==> config.mk <==
export PLATFORM = sky130hd
export DESIGN_NAME = axil_protocol_monitor_flat
export DESIGN_NICKNAME = d
export VERILOG_FILES = /design/src/rtl/axil_protocol_monitor_pkg.sv /design/src/rtl/axil_protocol_monitor_if.sv /design/src/rtl/axil_protocol_monitor_chan_watch.sv /design/src/rtl/axil_protocol_monitor.sv /design/src/flat_wrapper.sv
export SDC_FILE = /design/constraint.sdc
export NUM_CORES = 1
export LEC_CHECK = 0
export CAP_MARGIN = 30
export CORE_UTILIZATION = 49
export CTS_BUF_LIST = sky130_fd_sc_hd__clkbuf_4
export DETAILED_ROUTE_END_ITERATION = 10
export PLACE_DENSITY = 0.74
export SLEW_MARGIN = 25
export SYNTH_ARGS = -nofsm -noshare
export SYNTH_HDL_FRONTEND = slang
export SYNTH_HIERARCHICAL = 1
export SYNTH_SLANG_ARGS = --single-unit
==> constraint.sdc <==
create_clock -name i_axi_aclk -period 3.5 [get_ports i_axi_aclk]
set_clock_uncertainty 0.1 [all_clocks]
set_input_delay 0.7 -clock i_axi_aclk [delete_from_list [all_inputs] [get_ports i_axi_aclk]]
set_output_delay 0.7 -clock i_axi_aclk [all_outputs]
set_load 0.005 [all_outputs]
==> src/rtl/axil_protocol_monitor_pkg.sv <==
// Shared definitions for the AXI4-Lite protocol monitor: error indices,
// channel/field widths and the first-error priority encoder.
package axil_mon_pkg;

    localparam int unsigned NUM_ERR  = 13;
    localparam int unsigned NUM_CHAN = 5;
    localparam int unsigned PROT_W   = 3;
    localparam int unsigned RESP_W   = 2;
    localparam int unsigned CODE_W   = 4;

    typedef enum logic [CODE_W-1:0] {
        ErrStableAr    = 4'd0,
        ErrStableR     = 4'd1,
        ErrStableAw    = 4'd2,
        ErrStableW     = 4'd3,
        ErrStableB     = 4'd4,
        ErrTimeoutAr   = 4'd5,
        ErrTimeoutR    = 4'd6,
        ErrTimeoutAw   = 4'd7,
        ErrTimeoutW    = 4'd8,
        ErrTimeoutB    = 4'd9,
        ErrRUnexpected = 4'd10,
        ErrBUnexpected = 4'd11,
        ErrOutstOvf    = 4'd12
    } err_idx_e;

    // Index of the lowest set bit; 0 when nothing is set.
    function automatic logic [CODE_W-1:0] first_err_idx(input logic [NUM_ERR-1:0] errs);
        first_err_idx = '0;
        for (int i = NUM_ERR - 1; i >= 0; i--) begin
            if (errs[i]) first_err_idx = CODE_W'(i);
        end
    endfunction

endpackage

==> src/rtl/axil_protocol_monitor_if.sv <==
// AXI4-Lite link bundle. The monitor attaches through the passive modport.
interface axil_protocol_monitor_if #(
    parameter int unsigned C_AXI_DATA_WIDTH = 32,
    parameter int unsigned C_AXI_ADDR_WIDTH = 8
);
    import axil_mon_pkg::*;

    logic [C_AXI_ADDR_WIDTH-1:0]   araddr;
    logic [PROT_W-1:0]             arprot;
    logic                          arvalid;
    logic                          arready;
    logic [C_AXI_DATA_WIDTH-1:0]   rdata;
    logic [RESP_W-1:0]             rresp;
    logic                          rvalid;
    logic                          rready;
    logic [C_AXI_ADDR_WIDTH-1:0]   awaddr;
    logic [PROT_W-1:0]             awprot;
    logic                          awvalid;
    logic                          awready;
    logic [C_AXI_DATA_WIDTH-1:0]   wdata;
    logic [C_AXI_DATA_WIDTH/8-1:0] wstrb;
    logic                          wvalid;
    logic                          wready;
    logic [RESP_W-1:0]             bresp;
    logic                          bvalid;
    logic                          bready;

    modport master (
        output araddr, arprot, arvalid, rready, awaddr, awprot, awvalid,
               wdata, wstrb, wvalid, bready,
        input  arready, rdata, rresp, rvalid, awready, wready, bresp, bvalid
    );

    modport slave (
        input  araddr, arprot, arvalid, rready, awaddr, awprot, awvalid,
               wdata, wstrb, wvalid, bready,
        output arready, rdata, rresp, rvalid, awready, wready, bresp, bvalid
    );

    modport monitor (
        input araddr, arprot, arvalid, arready, rdata, rresp, rvalid, rready,
              awaddr, awprot, awvalid, awready, wdata, wstrb, wvalid, wready,
              bresp, bvalid, bready
    );

endinterface

==> src/rtl/axil_protocol_monitor_chan_watch.sv <==
// Single-channel watcher: flags VALID drops / payload changes after a stall,
// and stalls that persist past MAX_WAIT cycles. Error outputs describe the
// current cycle; the top level registers them.
module axil_chan_watch #(
    parameter int unsigned PW       = 8,
    parameter int unsigned MAX_WAIT = 5
) (
    input  logic          i_clk,
    input  logic          i_rst_n,
    input  logic          i_valid,
    input  logic          i_ready,
    input  logic [PW-1:0] i_payload,
    output logic          o_stable_err,
    output logic          o_timeout_err
);

    localparam int unsigned CW = (MAX_WAIT > 0) ? $clog2(MAX_WAIT + 1) : 1;

    logic          w_stall;
    logic          r_prev_stall;
    logic [PW-1:0] r_prev_payload;
    logic [CW-1:0] r_stall_cnt;

    assign w_stall = i_valid & ~i_ready;

    // Previous-cycle history and saturating stall counter.
    always_ff @(posedge i_clk or negedge i_rst_n) begin
        if (!i_rst_n) begin
            r_prev_stall   <= 1'b0;
            r_prev_payload <= '0;
            r_stall_cnt    <= '0;
        end else begin
            r_prev_stall   <= w_stall;
            r_prev_payload <= i_payload;
            if (!w_stall) begin
                r_stall_cnt <= '0;
            end else if (r_stall_cnt != CW'(MAX_WAIT)) begin
                r_stall_cnt <= r_stall_cnt + 1'b1;
            end
        end
    end

    assign o_stable_err  = r_prev_stall & (~i_valid | (i_payload != r_prev_payload));
    // With MAX_WAIT == 0 the counter never leaves 0, so the enable term is what disables it.
    assign o_timeout_err = (MAX_WAIT != 0) && w_stall && (r_stall_cnt == CW'(MAX_WAIT));

endmodule

==> src/rtl/axil_protocol_monitor.sv <==
// AXI4-Lite protocol monitor: five channel watchers, outstanding-transaction
// tracking and sticky / first-error / counted error capture.
module axil_protocol_monitor
    import axil_mon_pkg::*;
#(
    parameter int unsigned C_AXI_DATA_WIDTH = 32,
    parameter int unsigned C_AXI_ADDR_WIDTH = 8,
    parameter int unsigned MAX_WAIT         = 5,
    parameter int unsigned MAX_OUTSTANDING  = 4,
    parameter int unsigned ERR_CNT_W        = 16,
    localparam int unsigned OW              = $clog2(MAX_OUTSTANDING + 1)
) (
    input  logic                  i_axi_aclk,
    input  logic                  i_axi_aresetn,
    axil_protocol_monitor_if.monitor i_axi,
    input  logic                  i_err_clr,
    output logic [NUM_ERR-1:0]    o_err_sticky,
    output logic                  o_err_pulse,
    output logic                  o_first_err_valid,
    output logic [CODE_W-1:0]     o_first_err_code,
    output logic [ERR_CNT_W-1:0]  o_err_count,
    output logic [OW-1:0]         o_rd_outstanding,
    output logic [OW-1:0]         o_wr_outstanding
);

    localparam int unsigned AW_PW = C_AXI_ADDR_WIDTH + PROT_W;
    localparam int unsigned R_PW  = C_AXI_DATA_WIDTH + RESP_W;
    localparam int unsigned W_PW  = C_AXI_DATA_WIDTH + C_AXI_DATA_WIDTH / 8;
    localparam logic [OW-1:0] MAX_OUT = OW'(MAX_OUTSTANDING);

    logic [NUM_CHAN-1:0] w_stable, w_timeout;
    logic [NUM_ERR-1:0]  w_new;
    logic                w_any;
    logic w_ar_hs, w_r_hs, w_aw_hs, w_w_hs, w_b_hs;
    logic w_rd_dec, w_b_ok, w_rd_ovf, w_aw_ovf, w_w_ovf;
    logic [OW-1:0] r_rd_cnt, r_aw_cnt, r_w_cnt;
    logic [OW-1:0] w_rd_cnt_nxt, w_aw_cnt_nxt, w_w_cnt_nxt;

    assign w_ar_hs = i_axi.arvalid & i_axi.arready;
    assign w_r_hs  = i_axi.rvalid  & i_axi.rready;
    assign w_aw_hs = i_axi.awvalid & i_axi.awready;
    assign w_w_hs  = i_axi.wvalid  & i_axi.wready;
    assign w_b_hs  = i_axi.bvalid  & i_axi.bready;

    axil_chan_watch #(.PW(AW_PW), .MAX_WAIT(MAX_WAIT)) u_ar (
        .i_clk(i_axi_aclk), .i_rst_n(i_axi_aresetn),
        .i_valid(i_axi.arvalid), .i_ready(i_axi.arready),
        .i_payload({i_axi.araddr, i_axi.arprot}),
        .o_stable_err(w_stable[0]), .o_timeout_err(w_timeout[0])
    );
    axil_chan_watch #(.PW(R_PW), .MAX_WAIT(MAX_WAIT)) u_r (
        .i_clk(i_axi_aclk), .i_rst_n(i_axi_aresetn),
        .i_valid(i_axi.rvalid), .i_ready(i_axi.rready),
        .i_payload({i_axi.rdata, i_axi.rresp}),
        .o_stable_err(w_stable[1]), .o_timeout_err(w_timeout[1])
    );
    axil_chan_watch #(.PW(AW_PW), .MAX_WAIT(MAX_WAIT)) u_aw (
        .i_clk(i_axi_aclk), .i_rst_n(i_axi_aresetn),
        .i_valid(i_axi.awvalid), .i_ready(i_axi.awready),
        .i_payload({i_axi.awaddr, i_axi.awprot}),
        .o_stable_err(w_stable[2]), .o_timeout_err(w_timeout[2])
    );
    axil_chan_watch #(.PW(W_PW), .MAX_WAIT(MAX_WAIT)) u_w (
        .i_clk(i_axi_aclk), .i_rst_n(i_axi_aresetn),
        .i_valid(i_axi.wvalid), .i_ready(i_axi.wready),
        .i_payload({i_axi.wdata, i_axi.wstrb}),
        .o_stable_err(w_stable[3]), .o_timeout_err(w_timeout[3])
    );
    axil_chan_watch #(.PW(RESP_W), .MAX_WAIT(MAX_WAIT)) u_b (
        .i_clk(i_axi_aclk), .i_rst_n(i_axi_aresetn),
        .i_valid(i_axi.bvalid), .i_ready(i_axi.bready),
        .i_payload(i_axi.bresp),
        .o_stable_err(w_stable[4]), .o_timeout_err(w_timeout[4])
    );

    // Next-state of outstanding counters; orphan responses and overflow leave counts untouched.
    always_comb begin
        w_rd_cnt_nxt = r_rd_cnt;
        w_aw_cnt_nxt = r_aw_cnt;
        w_w_cnt_nxt  = r_w_cnt;
        w_rd_ovf     = 1'b0;
        w_aw_ovf     = 1'b0;
        w_w_ovf      = 1'b0;
        w_rd_dec     = w_r_hs && (r_rd_cnt != '0);
        w_b_ok       = w_b_hs && (r_aw_cnt != '0) && (r_w_cnt != '0);

        if (w_ar_hs && !w_rd_dec) begin
            if (r_rd_cnt == MAX_OUT) w_rd_ovf = 1'b1;
            else                     w_rd_cnt_nxt = r_rd_cnt + 1'b1;
        end else if (!w_ar_hs && w_rd_dec) begin
            w_rd_cnt_nxt = r_rd_cnt - 1'b1;
        end

        if (w_aw_hs && !w_b_ok) begin
            if (r_aw_cnt == MAX_OUT) w_aw_ovf = 1'b1;
            else                     w_aw_cnt_nxt = r_aw_cnt + 1'b1;
        end else if (!w_aw_hs && w_b_ok) begin
            w_aw_cnt_nxt = r_aw_cnt - 1'b1;
        end

        if (w_w_hs && !w_b_ok) begin
            if (r_w_cnt == MAX_OUT) w_w_ovf = 1'b1;
            else                    w_w_cnt_nxt = r_w_cnt + 1'b1;
        end else if (!w_w_hs && w_b_ok) begin
            w_w_cnt_nxt = r_w_cnt - 1'b1;
        end
    end

    // Gather this cycle's violations into the error-index vector.
    always_comb begin
        w_new                 = '0;
        w_new[ErrStableAr]    = w_stable[0];
        w_new[ErrStableR]     = w_stable[1];
        w_new[ErrStableAw]    = w_stable[2];
        w_new[ErrStableW]     = w_stable[3];
        w_new[ErrStableB]     = w_stable[4];
        w_new[ErrTimeoutAr]   = w_timeout[0];
        w_new[ErrTimeoutR]    = w_timeout[1];
        w_new[ErrTimeoutAw]   = w_timeout[2];
        w_new[ErrTimeoutW]    = w_timeout[3];
        w_new[ErrTimeoutB]    = w_timeout[4];
        w_new[ErrRUnexpected] = w_r_hs && (r_rd_cnt == '0);
        w_new[ErrBUnexpected] = w_b_hs && !w_b_ok;
        w_new[ErrOutstOvf]    = w_rd_ovf | w_aw_ovf | w_w_ovf;
    end

    assign w_any = |w_new;

    // Traffic counters; err_clr deliberately does not touch them.
    always_ff @(posedge i_axi_aclk or negedge i_axi_aresetn) begin
        if (!i_axi_aresetn) begin
            r_rd_cnt <= '0;
            r_aw_cnt <= '0;
            r_w_cnt  <= '0;
        end else begin
            r_rd_cnt <= w_rd_cnt_nxt;
            r_aw_cnt <= w_aw_cnt_nxt;
            r_w_cnt  <= w_w_cnt_nxt;
        end
    end

    // Error capture; on err_clr the state restarts from this cycle's errors so they are not lost.
    always_ff @(posedge i_axi_aclk or negedge i_axi_aresetn) begin
        if (!i_axi_aresetn) begin
            o_err_sticky      <= '0;
            o_err_pulse       <= 1'b0;
            o_first_err_valid <= 1'b0;
            o_first_err_code  <= '0;
            o_err_count       <= '0;
        end else begin
            o_err_pulse <= w_any;
            if (i_err_clr) begin
                o_err_sticky      <= w_new;
                o_first_err_valid <= w_any;
                o_first_err_code  <= first_err_idx(w_new);
                o_err_count       <= ERR_CNT_W'(w_any);
            end else begin
                o_err_sticky <= o_err_sticky | w_new;
                if (!o_first_err_valid && w_any) begin
                    o_first_err_valid <= 1'b1;
                    o_first_err_code  <= first_err_idx(w_new);
                end
                if (w_any && (o_err_count != '1)) o_err_count <= o_err_count + 1'b1;
            end
        end
    end

    assign o_rd_outstanding = r_rd_cnt;
    assign o_wr_outstanding = (r_aw_cnt < r_w_cnt) ? r_aw_cnt : r_w_cnt;

endmodule

==> src/flat_wrapper.sv <==
// flat-port wrapper written by rule: the top's interface ports become plain ports
module axil_protocol_monitor_flat import axil_mon_pkg::*;
#(
    parameter int unsigned C_AXI_DATA_WIDTH = 32,
    parameter int unsigned C_AXI_ADDR_WIDTH = 8,
    parameter int unsigned MAX_WAIT         = 5,
    parameter int unsigned MAX_OUTSTANDING  = 4,
    parameter int unsigned ERR_CNT_W        = 16,
    localparam int unsigned OW              = $clog2(MAX_OUTSTANDING + 1)
)
  (i_axi_aclk, i_axi_aresetn, i_err_clr, o_err_sticky, o_err_pulse, o_first_err_valid, o_first_err_code, o_err_count, o_rd_outstanding, o_wr_outstanding, i_axi_araddr, i_axi_arprot, i_axi_arvalid, i_axi_arready, i_axi_rdata, i_axi_rresp, i_axi_rvalid, i_axi_rready, i_axi_awaddr, i_axi_awprot, i_axi_awvalid, i_axi_awready, i_axi_wdata, i_axi_wstrb, i_axi_wvalid, i_axi_wready, i_axi_bresp, i_axi_bvalid, i_axi_bready);
  axil_protocol_monitor_if #(.C_AXI_DATA_WIDTH(C_AXI_DATA_WIDTH), .C_AXI_ADDR_WIDTH(C_AXI_ADDR_WIDTH)) i_axi_i ();
  input  logic i_axi_aclk;
  input  logic i_axi_aresetn;
  input  logic i_err_clr;
  output logic [NUM_ERR-1:0] o_err_sticky;
  output logic o_err_pulse;
  output logic o_first_err_valid;
  output logic [CODE_W-1:0] o_first_err_code;
  output logic [ERR_CNT_W-1:0] o_err_count;
  output logic [OW-1:0] o_rd_outstanding;
  output logic [OW-1:0] o_wr_outstanding;
  input wire logic [$bits(i_axi_i.araddr)-1:0] i_axi_araddr;
  input wire logic [$bits(i_axi_i.arprot)-1:0] i_axi_arprot;
  input wire logic [$bits(i_axi_i.arvalid)-1:0] i_axi_arvalid;
  input wire logic [$bits(i_axi_i.arready)-1:0] i_axi_arready;
  input wire logic [$bits(i_axi_i.rdata)-1:0] i_axi_rdata;
  input wire logic [$bits(i_axi_i.rresp)-1:0] i_axi_rresp;
  input wire logic [$bits(i_axi_i.rvalid)-1:0] i_axi_rvalid;
  input wire logic [$bits(i_axi_i.rready)-1:0] i_axi_rready;
  input wire logic [$bits(i_axi_i.awaddr)-1:0] i_axi_awaddr;
  input wire logic [$bits(i_axi_i.awprot)-1:0] i_axi_awprot;
  input wire logic [$bits(i_axi_i.awvalid)-1:0] i_axi_awvalid;
  input wire logic [$bits(i_axi_i.awready)-1:0] i_axi_awready;
  input wire logic [$bits(i_axi_i.wdata)-1:0] i_axi_wdata;
  input wire logic [$bits(i_axi_i.wstrb)-1:0] i_axi_wstrb;
  input wire logic [$bits(i_axi_i.wvalid)-1:0] i_axi_wvalid;
  input wire logic [$bits(i_axi_i.wready)-1:0] i_axi_wready;
  input wire logic [$bits(i_axi_i.bresp)-1:0] i_axi_bresp;
  input wire logic [$bits(i_axi_i.bvalid)-1:0] i_axi_bvalid;
  input wire logic [$bits(i_axi_i.bready)-1:0] i_axi_bready;
  assign i_axi_i.araddr = i_axi_araddr;
  assign i_axi_i.arprot = i_axi_arprot;
  assign i_axi_i.arvalid = i_axi_arvalid;
  assign i_axi_i.arready = i_axi_arready;
  assign i_axi_i.rdata = i_axi_rdata;
  assign i_axi_i.rresp = i_axi_rresp;
  assign i_axi_i.rvalid = i_axi_rvalid;
  assign i_axi_i.rready = i_axi_rready;
  assign i_axi_i.awaddr = i_axi_awaddr;
  assign i_axi_i.awprot = i_axi_awprot;
  assign i_axi_i.awvalid = i_axi_awvalid;
  assign i_axi_i.awready = i_axi_awready;
  assign i_axi_i.wdata = i_axi_wdata;
  assign i_axi_i.wstrb = i_axi_wstrb;
  assign i_axi_i.wvalid = i_axi_wvalid;
  assign i_axi_i.wready = i_axi_wready;
  assign i_axi_i.bresp = i_axi_bresp;
  assign i_axi_i.bvalid = i_axi_bvalid;
  assign i_axi_i.bready = i_axi_bready;
  axil_protocol_monitor #(.C_AXI_DATA_WIDTH(C_AXI_DATA_WIDTH), .C_AXI_ADDR_WIDTH(C_AXI_ADDR_WIDTH), .MAX_WAIT(MAX_WAIT), .MAX_OUTSTANDING(MAX_OUTSTANDING), .ERR_CNT_W(ERR_CNT_W)) u_core (.i_axi_aclk(i_axi_aclk), .i_axi_aresetn(i_axi_aresetn), .i_axi(i_axi_i), .i_err_clr(i_err_clr), .o_err_sticky(o_err_sticky), .o_err_pulse(o_err_pulse), .o_first_err_valid(o_first_err_valid), .o_first_err_code(o_first_err_code), .o_err_count(o_err_count), .o_rd_outstanding(o_rd_outstanding), .o_wr_outstanding(o_wr_outstanding));
endmodule
==> impl_results.html <==
<table>
<tr><th>Metric</th><th>Value</th></tr>
<tr><th colspan="2">Drt</th></tr>
<tr><td>Detailed-router iteration count before antenna repair</td><td>4</td></tr>
<tr><td>Vias per inst</td><td>5.191</td></tr>
<tr><td>Detailed-route wire length</td><td>15.07 mm</td></tr>
<tr><td>Post-detailed-route count of antenna-violating nets</td><td>0</td></tr>
<tr><td>DR WL/cell</td><td>15.91 um</td></tr>
<tr><td>Drt first-iter violations</td><td>286</td></tr>
<tr><td>Number of remaining DRC errors</td><td>0</td></tr>
<tr><td>Detailed-route via count</td><td>4916</td></tr>
<tr><th colspan="2">Logic synthesis</th></tr>
<tr><td>Post-synth EDFFs</td><td>0</td></tr>
<tr><td>Count of synthesis-stage warnings from yosys</td><td>6</td></tr>
<tr><td>Post-synthesis cell area</td><td>0.006819 mm^2</td></tr>
<tr><td>Post-synthesis cell count</td><td>573</td></tr>
<tr><td>Library cells used by synthesis</td><td>55</td></tr>
<tr><td>Number of nets in the synthesized netlist</td><td>696</td></tr>
<tr><td>Flip-flop and latch count after synthesis</td><td>158</td></tr>
<tr><td>Post-synthesis average cell area</td><td>11.90 um^2</td></tr>
<tr><td>Fraction of synthesis flops using an asynchronous set or reset pin</td><td>100.0%</td></tr>
<tr><td>Sequential element share of the synthesized area</td><td>57.98%</td></tr>
<tr><td>Ys flop type</td><td>sky130_fd_sc_hd__dfrtp_1</td></tr>
<tr><th colspan="2">Floorplan</th></tr>
<tr><td>Core Box Area</td><td>0.01340 mm^2</td></tr>
<tr><td>Number of cell rows</td><td>42</td></tr>
<tr><td>Vertical die dimension</td><td>120.0 um</td></tr>
<tr><td>Boundary pin count</td><td>148</td></tr>
<tr><td>Die outline area</td><td>0.01439 mm^2</td></tr>
<tr><td>Die width</td><td>120.0 um</td></tr>
<tr><td>Initial Util</td><td>50.89%</td></tr>
<tr><th colspan="2">Final layout</th></tr>
<tr><td>Top library cells by usage in the layout, fill and taps aside</td><td>sky130_fd_sc_hd__dfrtp_1 (156), sky130_fd_sc_hd__clkdlybuf4s50_1 (146), sky130_fd_sc_hd__xnor2_1 (64)</td></tr>
<tr><td>Post-route cell area</td><td>0.008967 mm^2</td></tr>
<tr><td>Fin cells</td><td>947</td></tr>
<tr><td># nets final</td><td>881</td></tr>
<tr><td>Proportion of layout cells with a drive suffix above 1</td><td>9.987%</td></tr>
<tr><td>Layout-stage area growth over the synthesis result</td><td>31.50%</td></tr>
<tr><td>Most frequent standard cell in the layout excluding fill and tap cells</td><td>sky130_fd_sc_hd__dfrtp_1</td></tr>
<tr><td># diodes</td><td>0</td></tr>
<tr><th colspan="2">Power</th></tr>
<tr><td>Sequential Power Share</td><td>49.6%</td></tr>
<tr><td>P_leak</td><td>0.003832 uW</td></tr>
<tr><td>Total net switching power</td><td>1326 uW</td></tr>
<tr><td>Total Power Consumption</td><td>4360 uW</td></tr>
<tr><td>Cell Int Power</td><td>3034 uW</td></tr>
<tr><td>Share of power burned in combinational logic</td><td>25.7%</td></tr>
<tr><td>Power share of the clock group</td><td>24.7%</td></tr>
<tr><td>Max IR drop VDD</td><td>0.3057 mV</td></tr>
<tr><td>Power per cell area</td><td>486.2 mW/mm^2</td></tr>
<tr><td>Fraction of power spent switching nets</td><td>30.41%</td></tr>
<tr><th colspan="2">Critical path</th></tr>
<tr><td>CP Data Required Time</td><td>3.89 ns</td></tr>
<tr><td>CP startpoint kind</td><td>input port</td></tr>
<tr><td>CP max FO</td><td>7</td></tr>
<tr><td>Arrival time of the worst setup path</td><td>3.78 ns</td></tr>
<tr><td>Worst setup path class</td><td>input port to flop</td></tr>
<tr><td>CP Capture Type</td><td>flop</td></tr>
<tr><th colspan="2">Timing</th></tr>
<tr><td>Shortest period the worst path allows</td><td>3.391 ns</td></tr>
<tr><td>Total negative setup slack</td><td>0 ns</td></tr>
<tr><td>Setup repair after global routing missed its margin</td><td>false</td></tr>
<tr><td>Final Hold Vio Count</td><td>0</td></tr>
<tr><td>Least-Margin Pin Slew</td><td>0.6704 ns</td></tr>
<tr><td>Maximum operating frequency</td><td>294.9 MHz</td></tr>
<tr><td>Normalized max-slew margin</td><td>55.31%</td></tr>
<tr><td>Crit path setup slack, layout</td><td>0.1091 ns</td></tr>
<tr><td>Setup violators final</td><td>0</td></tr>
<tr><td>Number of max-slew violations in the final report</td><td>0</td></tr>
<tr><td>Post-route clock period utilization</td><td>96.88%</td></tr>
<tr><th colspan="2">GRT</th></tr>
<tr><td>GRT met1 Usage</td><td>26.62%</td></tr>
<tr><td>Number of antenna violations at the first check in global routing</td><td>0</td></tr>
<tr><td>Total global-route track usage</td><td>22.60%</td></tr>
<tr><td>Busiest grt layer</td><td>met2</td></tr>
<tr><td>Maximum number of pins on one net before global-route repair</td><td>73</td></tr>
<tr><td>Wire length of the first global-routing pass</td><td>25.13 mm</td></tr>
<tr><td>Met2 capacity usage during global routing</td><td>38.83%</td></tr>
<tr><td>Met3 track demand over resource</td><td>6.559%</td></tr>
<tr><td>Global-route congestion overflow total</td><td>0</td></tr>
<tr><td>Vias in the first global route</td><td>5205</td></tr>
<tr><th colspan="2">Status</th></tr>
<tr><td>Outcome</td><td>complete, no violations</td></tr>
<tr><th colspan="2">Clocking</th></tr>
<tr><td>Clock sink count</td><td>158</td></tr>
<tr><td>CTS Buf Count</td><td>17</td></tr>
<tr><td>Insertion delay of the later-clocked pin in the worst-skew pair</td><td>0.55 ns</td></tr>
<tr><td>Worst-path clk slew</td><td>0.14 ns</td></tr>
<tr><td>Post-CTS Hold Fix Bufs</td><td>0</td></tr>
<tr><td>CTS tree</td><td>done</td></tr>
<tr><td>Clock H-tree levels</td><td>4</td></tr>
<tr><td>Clock tree root buffer cell</td><td>sky130_fd_sc_hd__clkbuf_4</td></tr>
<tr><td>Post-CTS setup-driven buffer insertion count</td><td>0</td></tr>
<tr><td>Number of buffers on the longest clock path</td><td>2</td></tr>
<tr><th colspan="2">Placed design</th></tr>
<tr><td>Number of buffers inserted by port buffering</td><td>147</td></tr>
<tr><td>Post-Place Setup Slack</td><td>-0.4480 ns</td></tr>
<tr><td>Placed Instance Area</td><td>0.008681 mm^2</td></tr>
<tr><td>Instance count after placement with tap cells included</td><td>915</td></tr>
<tr><td>RePlAce Congestion</td><td>0.8637</td></tr>
<tr><td>Half-perimeter wire length of the detailed placement result</td><td>11.52 mm</td></tr>
<tr><th colspan="2">Run</th></tr>
<tr><td># Max-Cap Violations</td><td>0</td></tr>
<tr><th colspan="2">Min path</th></tr>
<tr><td>Kind of path behind the tightest hold check</td><td>input port to async pin</td></tr>
</table>
## worst paths after layout
kind | from | endpoint | slack [ns] | cells past startpoint
setup reg to reg | u_core/u_w/r_prev_payload[10]$_DFF_PN0_ | u_core/o_err_count[8]$_DFFE_PN0P_ | 0.29 | 11
hold / removal | i_axi_aresetn | u_core/u_w/r_prev_payload[11]$_DFF_PN0_ | 0.05 | 1
hold reg to reg | u_core/o_err_sticky[3]$_DFF_PN0_ | u_core/o_err_sticky[3]$_DFF_PN0_ | 0.39 | 1
min in group i_axi_aclk | u_core/o_err_sticky[3]$_DFF_PN0_ | u_core/o_err_sticky[3]$_DFF_PN0_ | 0.39 | 1
max in group asynchronous | i_axi_aresetn | u_core/u_r/r_prev_payload[17]$_DFF_PN0_ | 2.41 | 2
setup / recovery | i_axi_wdata[6] | u_core/o_err_count[8]$_DFFE_PN0P_ | 0.11 | 12
## power by group through the flow
stage / clock network [uW] / registers (uW) / logic [uW]
6_report: 1070 / 2160 / 1120
5_1_grt: 1190 / 2190 / 1250
3_3_place_gp: 0 / 2190 / 1070
4_1_cts: 1120 / 2170 / 1120
2_1_floorplan: 0 / 2170 / 569
3_5_place_dp: 0 / 2200 / 1120
## registers in the layout, summed over array words and instances (netlist names)
register	count
u_core/o_rd_outstanding	3
u_core/u_b/r_prev_stall	1
u_core/u_aw/r_prev_payload	11
u_core/o_err_sticky	13
u_core/u_w/r_stall_cnt	3
u_core/o_first_err_code	4
u_core/u_aw/r_prev_stall	1
u_core/u_ar/r_stall_cnt	3
u_core/o_err_count	16
u_core/r_aw_cnt	3
u_core/u_ar/r_prev_payload	11
u_core/o_err_pulse	1
u_core/u_w/r_prev_stall	1
u_core/u_b/r_prev_payload	2
u_core/u_ar/r_prev_stall	1
u_core/u_b/r_stall_cnt	3
u_core/u_r/r_stall_cnt	3
u_core/u_r/r_prev_stall	1
u_core/o_first_err_valid	1
u_core/u_w/r_prev_payload	36
u_core/u_aw/r_stall_cnt	3
u_core/u_r/r_prev_payload	34
u_core/r_w_cnt	3
## cells in the mapped netlist, types with 2 or more instances
| cell type | instances | area share, % |
|---|---|---|
| sky130_fd_sc_hd__xor2_1 | 43 | 5.5 |
| sky130_fd_sc_hd__dfrtp_1 | 158 | 58 |
| sky130_fd_sc_hd__clkbuf_1 | 3 | 0.17 |
| sky130_fd_sc_hd__a31oi_1 | 2 | 0.18 |
| sky130_fd_sc_hd__nand2b_1 | 7 | 0.64 |
| sky130_fd_sc_hd__inv_1 | 21 | 1.2 |
| sky130_fd_sc_hd__mux2i_1 | 2 | 0.29 |
| sky130_fd_sc_hd__nor3_2 | 3 | 0.44 |
| sky130_fd_sc_hd__o31ai_1 | 5 | 0.55 |
| sky130_fd_sc_hd__nand4_1 | 18 | 1.7 |
| sky130_fd_sc_hd__and3_1 | 4 | 0.37 |
| sky130_fd_sc_hd__or4_1 | 2 | 0.22 |
| sky130_fd_sc_hd__fa_1 | 3 | 0.88 |
| sky130_fd_sc_hd__a41oi_1 | 2 | 0.26 |
| sky130_fd_sc_hd__or4_4 | 2 | 0.33 |
| sky130_fd_sc_hd__o22ai_1 | 3 | 0.28 |
| sky130_fd_sc_hd__and4_1 | 3 | 0.39 |
| sky130_fd_sc_hd__o21ai_0 | 17 | 1.2 |
| sky130_fd_sc_hd__ha_1 | 13 | 2.4 |
| sky130_fd_sc_hd__a21o_1 | 13 | 1.4 |
| sky130_fd_sc_hd__a211oi_1 | 5 | 0.55 |
| sky130_fd_sc_hd__nor2b_1 | 3 | 0.28 |
| sky130_fd_sc_hd__nor4_1 | 12 | 1.1 |
| sky130_fd_sc_hd__or3_1 | 3 | 0.28 |
| sky130_fd_sc_hd__nor3_1 | 11 | 0.81 |
| sky130_fd_sc_hd__nand2_1 | 36 | 2.0 |
| sky130_fd_sc_hd__nor2_1 | 44 | 2.4 |
| sky130_fd_sc_hd__mux2_2 | 2 | 0.33 |
| sky130_fd_sc_hd__o21bai_1 | 2 | 0.22 |
| sky130_fd_sc_hd__and3b_1 | 2 | 0.26 |
| sky130_fd_sc_hd__o211ai_1 | 6 | 0.66 |
| sky130_fd_sc_hd__a21oi_1 | 21 | 1.5 |
| sky130_fd_sc_hd__nand3_1 | 12 | 0.88 |
| sky130_fd_sc_hd__o31a_1 | 6 | 0.77 |
| sky130_fd_sc_hd__xnor2_1 | 64 | 8.2 |
## kinds of logic (layout without fill, tap and decap cells)
group,Yosys count,in the layout,synth area share (%)
buf+inv,26,224,1.449
simple gates,168,168,12.90
xor+xnor,107,107,13.74
mux,5,5,0.7890
flops,158,158,57.98
fa+ha+maj,16,16,3.266
compound gates,93,93,9.872
## through the flow
step,util (%),hold WS (ns)
after floorplan,-,0.3044
after global routing,66.92,0.05351
after detailed placement,64.78,0.3678
after CTS,66.88,0.05091
after global placement,64.78,0.3620
final,66.92,0.04830
## area by class of cell
type | instances | area [um^2]
Fill cell | 1050 | 4433
Sequential cell | 158 | 3956
Multi-Input combinational cell | 389 | 2770
Timing Repair Buffer | 170 | 1658
Tap cell | 176 | 220.2
Clock inverter | 14 | 145.1
Clock buffer | 18 | 135.1
Inverter | 22 | 82.58
## worst max-delay path, cell delays in order
cell and delay [ns]:
sky130_fd_sc_hd__clkdlybuf4s50_1 0.42, sky130_fd_sc_hd__xor2_1 0.16, sky130_fd_sc_hd__nor4_1 0.34, sky130_fd_sc_hd__nand4_1 0.15, sky130_fd_sc_hd__o31a_1 0.36, sky130_fd_sc_hd__or4_4 0.56
sky130_fd_sc_hd__nor2_4 0.14, sky130_fd_sc_hd__nand4_2 0.16, sky130_fd_sc_hd__buf_4 0.23, sky130_fd_sc_hd__o211ai_2 0.25, sky130_fd_sc_hd__o21ai_0 0.15, sky130_fd_sc_hd__a21oi_1 0.15
## routing by layer
metal	wire (um)	vias up
met2	7617	127
met4	318	0
met5	0	-
met1	6274	2397
met3	856	25
li1	-	2367
## timing repair
| action | in CTS | in global routing |
|---|---|---|
| resized for setup | 1 | 2 |
| gates cloned | 0 | 0 |
| setup endpoints to repair | 1 | 2 |
| pin swaps | 0 | 0 |
Power figures use the tool's default switching activity.
